**config.mk**
```make
export PLATFORM = sky130hd
export DESIGN_NAME = alu_arbiter
export DESIGN_NICKNAME = d
export VERILOG_FILES = /design/src/rtl/alu_pkg.sv /design/src/rtl/alu_arbiter_rr_pick.sv /design/src/rtl/alu_arbiter.sv
export SDC_FILE = /design/constraint.sdc
export NUM_CORES = 1
export LEC_CHECK = 0
export ABC_AREA = 1
export CORE_AREA = 4 4 106 108
export DETAILED_ROUTE_END_ITERATION = 16
export DIE_AREA = 0 0 110 112
export MAX_ROUTING_LAYER = met4
export PLACE_DENSITY = 0.82
export SLEW_MARGIN = 20
export SYNTH_ARGS = -nofsm -noshare
export SYNTH_HDL_FRONTEND = slang
export SYNTH_SLANG_ARGS = --single-unit
```
**constraint.sdc**
```tcl
create_clock -name clk -period 2.63 [get_ports clk]
set_input_delay 0.263 -clock clk [delete_from_list [all_inputs] [get_ports clk]]
set_output_delay 0.263 -clock clk [all_outputs]
set_load 0.01 [all_outputs]
```
**src/rtl/alu_pkg.sv**
```systemverilog
// rtl/alu_pkg.sv - ALU opcode encodings, datapath widths and opcode legality check
package alu_pkg;

  localparam int XLEN = 32;
  localparam int OPW  = 4;

  typedef enum logic [OPW-1:0] {
    OP_ADD  = 4'b0000,
    OP_SUB  = 4'b1000,
    OP_SLL  = 4'b0001,
    OP_SLT  = 4'b0010,
    OP_SLTU = 4'b0011,
    OP_XOR  = 4'b0100,
    OP_SRL  = 4'b0101,
    OP_SRA  = 4'b1101,
    OP_OR   = 4'b0110,
    OP_AND  = 4'b0111
  } alu_op_e;

  function automatic logic op_legal(input logic [OPW-1:0] op);
    case (op)
      OP_ADD, OP_SUB, OP_SLL, OP_SLT, OP_SLTU,
      OP_XOR, OP_SRL, OP_SRA, OP_OR, OP_AND: op_legal = 1'b1;
      default:                               op_legal = 1'b0;
    endcase
  endfunction

endpackage

```
**src/rtl/alu_arbiter_rr_pick.sv**
```systemverilog
// rtl/alu_arbiter_rr_pick.sv - combinational round-robin picker
// Grants the first asserted request at or after i_ptr, wrapping at NREQ.
module rr_pick #(
  parameter int NREQ = 2,
  parameter int TW   = 1
) (
  input  logic [NREQ-1:0] i_req,
  input  logic [TW-1:0]   i_ptr,
  output logic [NREQ-1:0] o_grant,
  output logic [TW-1:0]   o_idx,
  output logic            o_any
);

  int              w_sum;
  logic [TW-1:0]   w_cand;

  always_comb begin
    o_grant = '0;
    o_idx   = '0;
    o_any   = 1'b0;
    w_sum   = 0;
    w_cand  = '0;
    for (int k = 0; k < NREQ; k++) begin
      w_sum = int'(i_ptr) + k;
      if (w_sum >= NREQ) w_sum = w_sum - NREQ;
      w_cand = TW'(w_sum);
      if (!o_any && i_req[w_cand]) begin
        o_any           = 1'b1;
        o_grant[w_cand] = 1'b1;
        o_idx           = w_cand;
      end
    end
  end

endmodule

```
**src/rtl/alu_arbiter.sv**
```systemverilog
// rtl/alu_arbiter.sv - round-robin sharing of one registered ALU among NREQ requesters
// Optional ALU_ARBITER_ILLEGAL_TRAP_EN: squash illegal opcodes and flag them on resp_err.
module alu_arbiter
  import alu_pkg::*;
#(
  parameter int NREQ = 2,
  parameter int TW   = (NREQ > 1) ? $clog2(NREQ) : 1
) (
  input  logic                 clk,
  input  logic                 rst,
  input  logic [NREQ-1:0]      req_valid,
  output logic [NREQ-1:0]      req_ready,
  input  logic [OPW*NREQ-1:0]  req_op,
  input  logic [XLEN*NREQ-1:0] req_a,
  input  logic [XLEN*NREQ-1:0] req_b,
  output logic [NREQ-1:0]      resp_valid,
  input  logic [NREQ-1:0]      resp_ready,
  output logic [XLEN-1:0]      resp_data,
  output logic [OPW-1:0]       alu_op,
  output logic [XLEN-1:0]      alu_in1,
  output logic [XLEN-1:0]      alu_in2,
  input  logic [XLEN-1:0]      alu_out
`ifdef ALU_ARBITER_ILLEGAL_TRAP_EN
  ,
  output logic                 resp_err
`endif
);

  logic [TW-1:0]   r_rr_ptr;
  logic            r_inflight;
  logic [TW-1:0]   r_tag;
  logic            r_hold_full;
  logic [XLEN-1:0] r_hold_data;
  logic [TW-1:0]   r_hold_tag;

  logic [NREQ-1:0] w_grant;
  logic [TW-1:0]   w_win;
  logic            w_any;
  logic            w_issue_ok;
  logic            w_fire;
  logic            w_win_legal;
  logic [OPW-1:0]  w_win_op;
  logic [XLEN-1:0] w_win_a;
  logic [XLEN-1:0] w_win_b;
  logic [TW-1:0]   w_next_ptr;

  rr_pick #(.NREQ(NREQ), .TW(TW)) u_rr_pick (
    .i_req   (req_valid),
    .i_ptr   (r_rr_ptr),
    .o_grant (w_grant),
    .o_idx   (w_win),
    .o_any   (w_any)
  );

  assign w_win_op = req_op[OPW*w_win +: OPW];
  assign w_win_a  = req_a[XLEN*w_win +: XLEN];
  assign w_win_b  = req_b[XLEN*w_win +: XLEN];

`ifdef ALU_ARBITER_ILLEGAL_TRAP_EN
  assign w_win_legal = op_legal(w_win_op);
`else
  assign w_win_legal = 1'b1;
`endif

  // A pending response blocks issue unless its owner drains it this very cycle.
  assign w_issue_ok = !r_hold_full && (!r_inflight || resp_ready[r_tag]);
  assign w_fire     = rst && w_any && w_issue_ok;
  assign w_next_ptr = (int'(w_win) == NREQ - 1) ? '0 : w_win + TW'(1);

  always_comb begin
    req_ready = '0;
    alu_op    = '0;
    alu_in1   = '0;
    alu_in2   = '0;
    if (w_fire) begin
      req_ready = w_grant;
      if (w_win_legal) begin
        alu_op  = w_win_op;
        alu_in1 = w_win_a;
        alu_in2 = w_win_b;
      end
    end
  end

  // inflight and hold_full are mutually exclusive: a held result blocks issue.
  always_ff @(posedge clk or negedge rst) begin
    if (!rst) begin
      r_rr_ptr    <= '0;
      r_inflight  <= 1'b0;
      r_tag       <= '0;
      r_hold_full <= 1'b0;
      r_hold_data <= '0;
      r_hold_tag  <= '0;
    end else begin
      r_inflight <= w_fire;
      if (w_fire) begin
        r_rr_ptr <= w_next_ptr;
        r_tag    <= w_win;
      end
      if (r_inflight && !resp_ready[r_tag]) begin
        r_hold_full <= 1'b1;
        r_hold_data <= alu_out;
        r_hold_tag  <= r_tag;
      end else if (r_hold_full && resp_ready[r_hold_tag]) begin
        r_hold_full <= 1'b0;
      end
    end
  end

`ifdef ALU_ARBITER_ILLEGAL_TRAP_EN
  logic r_err;
  logic r_hold_err;
  logic w_resp_err;

  always_ff @(posedge clk or negedge rst) begin
    if (!rst) begin
      r_err      <= 1'b0;
      r_hold_err <= 1'b0;
    end else begin
      if (w_fire) r_err <= !w_win_legal;
      if (r_inflight && !resp_ready[r_tag]) r_hold_err <= r_err;
    end
  end

  assign w_resp_err = r_inflight ? r_err : (r_hold_full && r_hold_err);
  assign resp_err   = w_resp_err;
`endif

  always_comb begin
    resp_valid = '0;
    if (r_inflight)       resp_valid[r_tag]      = 1'b1;
    else if (r_hold_full) resp_valid[r_hold_tag] = 1'b1;
    resp_data = r_hold_full ? r_hold_data : alu_out;
`ifdef ALU_ARBITER_ILLEGAL_TRAP_EN
    if (w_resp_err) resp_data = '0;
`endif
  end

endmodule

```
==> results.sh <==
export IMPL_grt_start_max_net_pins=70
export IMPL_cts_tree="built"
export IMPL_pwr_share_clk_pct=9.2
export IMPL_vias=4720
export IMPL_fillers=938
export IMPL_synth_cell_types=18
export IMPL_post_cts_resized=0
export IMPL_clock_root_buffer="clkbuf_8"
export IMPL_synth_cells=631
export IMPL_cp_max_fo=53
export IMPL_drt_iter0_drc=393
export IMPL_hold_path_class="in -> async"
export IMPL_tightestPinTransition_ps=583
export IMPL_grtUsageTotal_pct=22.4
export IMPL_fin_crit_sh_pct=90.1
export IMPL_cts_max_path_buffers=2
export IMPL_viasPerCell=4.66
export IMPL_p_comb_share_pct=67.0
export IMPL_drv_cap=0
export IMPL_htree_levels=2
export IMPL_gr_total_overflow=0
export IMPL_worst_path_buf_inv=5
export IMPL_rsz0062_at_grt="false"
export IMPL_dp_cells=1005
export IMPL_grt_pass1_wl_mm=21.6
export IMPL_synth_nets=805
export IMPL_ys_ff_latch=37
export IMPL_critical_path_max_stage_delay_ps=530
export IMPL_area_delta_synth_final_pct=84.6
export IMPL_slew_headroom_pct=61.2
export IMPL_drive_gt1_share_pct=3.08
export IMPL_final_cell_mix="clkdlybuf4s50_1, nand2_1, nand3_1"
export IMPL_yosys_top_cells_area="dfrtp_1, nand2_1, nand3_1"
export IMPL_intPower_mw=2.44
export IMPL_clock_skew_ps=4.93
export IMPL_power_density_nw_per_um2=647
export IMPL_ios=278
export IMPL_cts_made_buffers=5
export IMPL_yosysWarnings=0
export IMPL_use_met2_pct=38.0
export IMPL_peakVddDrop_mv=0.350
export IMPL_wl_mm=14.1
export IMPL_status="complete, no violations"
export IMPL_yosysTopAreaCell="dfrtp_1"
export IMPL_finalHoldViolCount=0
export IMPL_post_cts_hold_buffer_count=0
export IMPL_cts_sinks=37
export IMPL_tns_ps=0
export IMPL_cts_post_setup_buffers_inserted=0
export IMPL_gr_max_usage_layer="met2"
export IMPL_use_met3_pct=4.75
export IMPL_cp_arrival_ps=2110
export IMPL_p_total_mw=4.17
export IMPL_numPortBuffers=277
export IMPL_dpl_cell_area_um2=6360
export IMPL_period_minus_slack_ps=2370
export IMPL_wire_per_inst_um=13.9
export IMPL_die_w_um=110
export IMPL_crit_chain="clkdlybuf4s50_1 -> inv_1 -> nand2_1 -> nand2_1 -> nor2_4 -> buf_12 -> nand2_1 -> inv_1 -> clkdlybuf4s50_1"
export IMPL_hold_slack_ps=42.7
export IMPL_stdcell_count=1013
export IMPL_fp_dieH_um=112
export IMPL_switching_power_mw=1.72
export IMPL_hpwl_mm=10.9
export IMPL_ant_nets=0
export IMPL_met1_usage_pct=26.0
export IMPL_gp_congestion=0.899
export IMPL_dieArea_um2=12300
export IMPL_fin_nets=1050
export IMPL_p_seq_share_pct=23.8
export IMPL_final_common_cell="clkdlybuf4s50_1"
export IMPL_max_freq_mhz=422
export IMPL_start_kind="input pin"
export IMPL_netlist_area_um2=3490
export IMPL_crit_path_end_kind="output pin"
export IMPL_num_rows=37
export IMPL_drc_errors=0
export IMPL_p_leak_nw=3.42
export IMPL_sw_frac_of_total_pct=41.4
export IMPL_path_class="in -> out"
export IMPL_ys_seq_area_share_pct=26.5
export IMPL_setup_violations=0
export IMPL_clkTransAtPathRegs_ps=70
export IMPL_synth_top_area_share_pct=26.5
export IMPL_maxSlewViolCount=0
export IMPL_grt_pass1_vias=4414
export IMPL_design_area_um2=6440
export IMPL_crit_top_cell="nand2_1"
export IMPL_coreArea_um2=10200
export IMPL_antenna_found_initial=1
export IMPL_start_util_pct=34.1
export IMPL_synth_avg_cell_area_um2=5.53
export IMPL_worstPathRequired_ps=2370
export IMPL_firstDrtPassIters=5
export IMPL_crit_family="buffers and inverters"
export IMPL_insertion_delay_ps=280
export IMPL_worst_path_max_delay_cell="clkdlybuf4s50_1"
through the flow:
stage                     setup WS (ps)  util, %
final                               261     63.0
after global routing                133     63.0
after CTS                           265     63.0
after detailed placement            271     62.1
after global placement              279     62.1
after floorplan                    1240        -
cell usage after synthesis, drive strengths merged:
cell / n
a21oi: 2
buf: 35
clkbuf: 15
dfrtp: 37
inv: 110
nand2: 219
nand3: 139
nor2: 6
o21ai: 67
o31ai: 1
sequential cells by signal, indices dropped and copies added (netlist names):
name and cells:
r_rr_ptr 1, r_hold_full 1, r_tag 1, r_hold_data 32, r_inflight 1, r_hold_tag 1
final cells by class:
cell class	instances	area [µm²]	area share, %
Clock buffer	7	86.3	1.34
Sequential cell	37	927	14.4
Inverter	110	413	6.41
Antenna cell	1	2.50	0.0388
Multi-Input combinational cell	434	1910	29.7
Tap cell	136	170	2.64
Timing Repair Buffer	288	2930	45.5
kinds of logic after synthesis:
family	share of synthesized area, %
flops	26.5
simple gates	44.5
buf+inv	18.9
compound gates	10.1
power by group through the flow:
stage	registers (mW)	logic, mW	clock network (mW)
after global placement	0.985	2.79	0
after floorplan	0.957	1.47	0
after CTS	0.990	2.83	0.398
after detailed placement	0.999	2.82	0
final	0.991	2.79	0.385
after global routing	1.03	3.10	0.426
final timing paths:
path / cells after the start / endpoint / start / slack [ps]
min in group clk: 2 / r_hold_data[27] / r_hold_data[27] / 490
setup / recovery: 9 / alu_in2[2] / req_valid[0] / 260
hold / removal: 2 / r_hold_data[20] / rst / 40
max in group asynchronous: 2 / r_hold_full / rst / 2250
hold reg to reg: 2 / r_hold_data[27] / r_hold_data[27] / 490
setup reg to reg: 7 / r_rr_ptr / r_tag / 940
worst register-to-register path, stage by stage, from the launching register on:
cell and delay, ps:
dfrtp_1 440, inv_1 110, nand2_1 70, nand3_2 130, buf_4 510, nand2_1 170
nand2_1 100, nand2_1 50
metal layers:
metal / vias up / routed length (µm)
met2: 209 / 7120
met5: - / 0
li1: 2438 / -
met4: 0 / 410
met3: 32 / 1200
met1: 2041 / 5380
Note: power is estimated with default switching activity, not from simulation.
